--- src/rtl/serial_subtractor.sv ---
`default_nettype none
// ============================================================================
// Module   : serial_subtractor
// Brief    : Bit-serial LSB-first subtractor (A - B - bin) with one borrow
//            flip-flop and valid/ready handshakes on both sides.
// Revision : 1.0 - initial release
// ============================================================================
module serial_subtractor #(
    parameter int WIDTH = 8
) (
    input  logic             clk,
    input  logic             rst_n,
    input  logic             in_valid,
    output logic             in_ready,
    input  logic [WIDTH-1:0] minuend,
    input  logic [WIDTH-1:0] subtrahend,
    input  logic             bin,
    output logic             out_valid,
    input  logic             out_ready,
    output logic [WIDTH-1:0] diff,
    output logic             bout,
    output logic             busy
);

    localparam int CNT_W = $clog2(WIDTH + 1);
    localparam logic [CNT_W-1:0] LAST_BIT = CNT_W'(WIDTH - 1);

    typedef enum logic [1:0] {
        IDLE  = 2'd0,
        SHIFT = 2'd1,
        DONE  = 2'd2
    } state_t;

    state_t           state;
    logic [WIDTH-1:0] a_sh;
    logic [WIDTH-1:0] b_sh;
    logic [WIDTH-1:0] res_sh;
    logic             borrow;
    logic [CNT_W-1:0] count;

    logic             bit_a;
    logic             bit_b;
    logic             d_bit;
    logic             borrow_next;
    logic [WIDTH-1:0] res_next;

    // Full-adder cell with borrow in place of carry.
    always_comb begin
        bit_a       = a_sh[0];
        bit_b       = b_sh[0];
        d_bit       = bit_a ^ bit_b ^ borrow;
        borrow_next = (~bit_a & bit_b) | (~(bit_a ^ bit_b) & borrow);
        res_next    = res_sh >> 1;
        res_next[WIDTH-1] = d_bit;
    end

    always_ff @(posedge clk or negedge rst_n) begin
        if (!rst_n) begin
            state     <= IDLE;
            a_sh      <= '0;
            b_sh      <= '0;
            res_sh    <= '0;
            borrow    <= 1'b0;
            count     <= '0;
            diff      <= '0;
            bout      <= 1'b0;
            in_ready  <= 1'b1;
            out_valid <= 1'b0;
            busy      <= 1'b0;
        end else begin
            case (state)
                IDLE: begin
                    if (in_valid) begin
                        a_sh     <= minuend;
                        b_sh     <= subtrahend;
                        borrow   <= bin;
                        res_sh   <= '0;
                        count    <= '0;
                        state    <= SHIFT;
                        in_ready <= 1'b0;
                        busy     <= 1'b1;
                    end
                end
                SHIFT: begin
                    a_sh   <= a_sh >> 1;
                    b_sh   <= b_sh >> 1;
                    res_sh <= res_next;
                    borrow <= borrow_next;
                    count  <= count + CNT_W'(1);
                    // Outputs are loaded once so they hold steady through DONE and beyond.
                    if (count == LAST_BIT) begin
                        state     <= DONE;
                        diff      <= res_next;
                        bout      <= borrow_next;
                        busy      <= 1'b0;
                        out_valid <= 1'b1;
                    end
                end
                DONE: begin
                    if (out_ready) begin
                        state     <= IDLE;
                        out_valid <= 1'b0;
                        in_ready  <= 1'b1;
                    end
                end
                default: begin
                    state     <= IDLE;
                    in_ready  <= 1'b1;
                    out_valid <= 1'b0;
                    busy      <= 1'b0;
                end
            endcase
        end
    end

endmodule
`default_nettype wire

--- config.mk ---
export PLATFORM = sky130hd
export DESIGN_NAME = serial_subtractor
export DESIGN_NICKNAME = d
export VERILOG_FILES = /design/src/rtl/serial_subtractor.sv
export SDC_FILE = /design/constraint.sdc
export NUM_CORES = 1
export LEC_CHECK = 0
export CORE_MARGIN = 2
export CORE_UTILIZATION = 56
export DETAILED_ROUTE_END_ITERATION = 8
export GPL_TIMING_DRIVEN = 0
export PLACE_DENSITY = 0.84
export SKIP_CTS_REPAIR_TIMING = 1
export SYNTH_ARGS = -nofsm -noshare
export SYNTH_HDL_FRONTEND = slang
export SYNTH_SLANG_ARGS = --single-unit
export TNS_END_PERCENT = 5
--- constraint.sdc ---
create_clock -name clk -period 3 [get_ports clk]
set_input_delay 0.45 -clock clk [delete_from_list [all_inputs] [get_ports clk]]
set_output_delay 0.45 -clock clk [all_outputs]
set_load 0.1 [all_outputs]
==> key figures <==
Run status
  – Outcome: finished, final reports clean

Drt
  – Wire length per cell: 16.4 µm
  – Drt initial violations: 97
  – ANT nets after route: 0
  – Total wire length: 4.19 mm
  – Via count: 1480
  – DRC: 0
  – Via/cell ratio: 5.80
  – First-pass detailed-route iteration total: 4

GRT
  – First-pass GRT wire length: 7.41 mm
  – Largest net degree at the start of global routing: 43
  – Gr usage total: 23.9%
  – Gr ovfl total: 0
  – Number of global-route vias before repair: 1575
  – Initial antenna violation count: 0

Worst setup path
  – Stages on the worst setup path: 1
  – Crit path max fanout: 3
  – R2R Path End: diff[6]
  – Worst path cell trace: clkdlybuf4s50_1
  – Crit path buf inv count: 1
  – CP endpoint: in_ready
  – Max stage delay on crit path: 1140 ps
  – Largest delay share family, worst path: buffers and inverters
  – Crit end category: output port
  – Setup crit start: in_ready
  – R2r setup slk: 1460 ps
  – RR Startpoint: count[0]
  – FF-to-FF path depth: 4
  – Setup CP Type: register to output port
  – Crit start category: register
  – Worst path required time: 2550 ps
  – Slowest cell on crit path: clkdlybuf4s50_1
  – Worst Path Arrival: 2060 ps

STA
  – Tmin final: 2510 ps
  – Rel. slew slack: 35.1%
  – Unrepaired setup endpoints after global routing: no
  – Setup TNS: 0 ps
  – Final setup skew: 11.7 ps
  – Slew Limit Fails: 0
  – Final setup vio count: 0
  – Final Cycle Share: 83.8%
  – Final Hold Viols: 0
  – Final worst slack: 485 ps
  – Worst Max-Slew Pin Slew: 970 ps
  – Max Clk Rate: 0.398 GHz

Logic synthesis
  – Multiplexer share of the synthesized area: 5.25%
  – Post-synthesis average cell area: 11.4 µm²
  – Largest family of logic cells by synthesized area: compound AO/OA/AOI/OAI gates
  – Share of the synthesized area in the top cell type: 53.2%
  – Yosys reg bits: 42
  – Distinct cell type count after synthesis: 32
  – Simple-gate portion of the synthesized area: 11.9%
  – Register area share after synthesis: 54.5%
  – Synth warn: 0
  – Compound-Gate Fraction of Synth Area: 22.1%
  – Yosys top cell by area: dfrtp_1
  – XOR/XNOR Fraction of Synth Area: 0%
  – Mapped cell area: 1930 µm²
  – Synth top area cells: dfrtp_1 (53%), mux2_2 (5.3%), o21ai_0 (5.2%)
  – Synthesized Nets: 192
  – Adder-cell area share of the yosys netlist: 1.69%
  – Gate Count Post-Synth: 169

Floorplanning
  – Chip width: 62.7 µm
  – Die Ht: 62.7 µm
  – Core ar.: 3310 µm²
  – # IOs: 33
  – Starting Density: 58.3%
  – Total die area: 3930 µm²
  – # rows: 21

Place
  – Worst slack, placed: 893 ps
  – DP Wirelength: 2.97 mm
  – PortBufs: 32
  – Routability Congestion: 0.834

Power and ir drop
  – Pwr Density: 1150 nW/µm²
  – VDD IR max: 598 µV
  – P_leak: 1.06 nW

CTS
  – Root Buffer: clkbuf_4
  – Total clock sinks: 42
  – CTS tree: built
  – Clock Tree Buf Depth: 2
  – Reg clk slew, reported paths: 130 ps
  – Clock latency on the worst-skew pair: 350 ps
  – H-tree depth: 2
  – Inserted Clock Buffers: 5

Flow run
  – Max-cap viol count: 0

Layout
  – Syn-to-layout area delta: 23.4%
  – Fin nets: 231
  – Share of cells above drive strength 1: 13.4%
  – Layout Utilization: 71.9%
  – Diodes inserted: 0

Worst hold path
  – Hold WC Path Type: input port to asynchronous set/reset pin
[registers in the layout (all words and copies together) (netlist names)]
signal,count
a_sh,8
b_sh,8
diff,8
res_sh,7
count,4
state,2
borrow,1
bout,1
busy,1
in_ready,1
out_valid,1
[cells by family (layout without fill, tap and decap cells)]
| kind of cell | count (synthesis) | in the layout |
|---|---|---|
| AND/OR/NAND/NOR | 34 | 34 |
| adder cells (fa/ha/maj) | 2 | 2 |
| multiplexers | 9 | 9 |
| flip-flops | 42 | 42 |
| buffers and inverters | 15 | 55 |
| AO/OA/AOI/OAI | 67 | 67 |
[per-layer routing]
layer / track usage (%) / wire length [µm] / part of all wire [%] / vias up
li1: - / - / - / 689
met5: 0 / 0 / 0 / -
met1: 31.1 / 1810 / 43 / 728
met4: 8.89 / 85 / 2.0 / 0
met2: 40.1 / 2090 / 50 / 52
met3: 4.68 / 208 / 5.0 / 11
[report_power, final]
| part | switching, mW | internal, mW |
|---|---|---|
| clock network | 0.186 | 0.176 |
| logic | 0.923 | 0.487 |
| registers | 0.164 | 0.802 |
[layout by cell type, fill, tap and decap left out]
cell	instances
nand2_1	5
buf_2	3
and2_1	1
clkbuf_2	1
bufinv_16	1
clkbuf_4	5
inv_1	3
nor2_1	5
ha_1	1
nor2_8	1
fa_1	1
a22o_1	9
o21ai_1	2
buf_1	1
nand2b_1	1
a22oi_1	13
and2b_1	7
buf_6	2
a2bb2oi_1	3
clkdlybuf4s50_1	31
o21ai_0	20
a21oi_1	15
clkbuf_1	4
o31ai_1	2
and3b_1	2
dfstp_2	1
o22a_1	1
o21bai_1	1
buf_4	3
clkinvlp_4	1
dfrtp_1	41
nor2b_1	9
a21o_1	1
nand4b_4	1
nand3_1	2
mux2_2	9
[cell type report]
cell class	count	area, µm²
Buffer	12	75.1
Clock inverter	2	37.5
Timing Repair Buffer	32	315
Clock buffer	6	41.3
Tap cell	46	57.6
Fill cell	256	930
Sequential cell	42	1050
Inverter	3	11.3
Multi-Input combinational cell	112	791
[metrics by stage]
step / hold WS (ps) / total power, mW / instance area (µm²) / std cells
2_1_floorplan: 154 / 2.02 / 1930 / 169
3_3_place_gp: 466 / 2.33 / 2310 / 247
3_5_place_dp: 478 / 2.38 / 2300 / 247
4_1_cts: 247 / 2.74 / 2380 / 255
5_1_grt: 281 / 2.90 / 2380 / 255
6_report: 217 / 2.74 / 2380 / 255
[synth_stat cells, drive strengths merged]
library cell	instances
dfrtp	41
o21ai	22
a21oi	15
a22oi	13
a22o	9
mux2	9
nor2b	9
buf	8
and2b	7
nor2	6
nand2	5
clkbuf	4
a2bb2oi	3
inv	3
and3b	2
nand3	2
o31ai	2
a21o	1
and2	1
dfstp	1
fa	1
ha	1
nand2b	1
nand4b	1
o21bai	1
o22a	1
[worst min path at each step]
stage                       start       end  slack (ps)  cells past startpoint
final                       rst_n  count[3]         220                      1
after global routing        rst_n  state[0]         280                      1
after CTS                   rst_n  state[0]         250                      1
after detailed placement  b_sh[1]   b_sh[1]         480                      2
after global placement    b_sh[1]   b_sh[1]         470                      2
after floorplan             rst_n   a_sh[0]         150                      0
(Power assumes the default switching activity.)
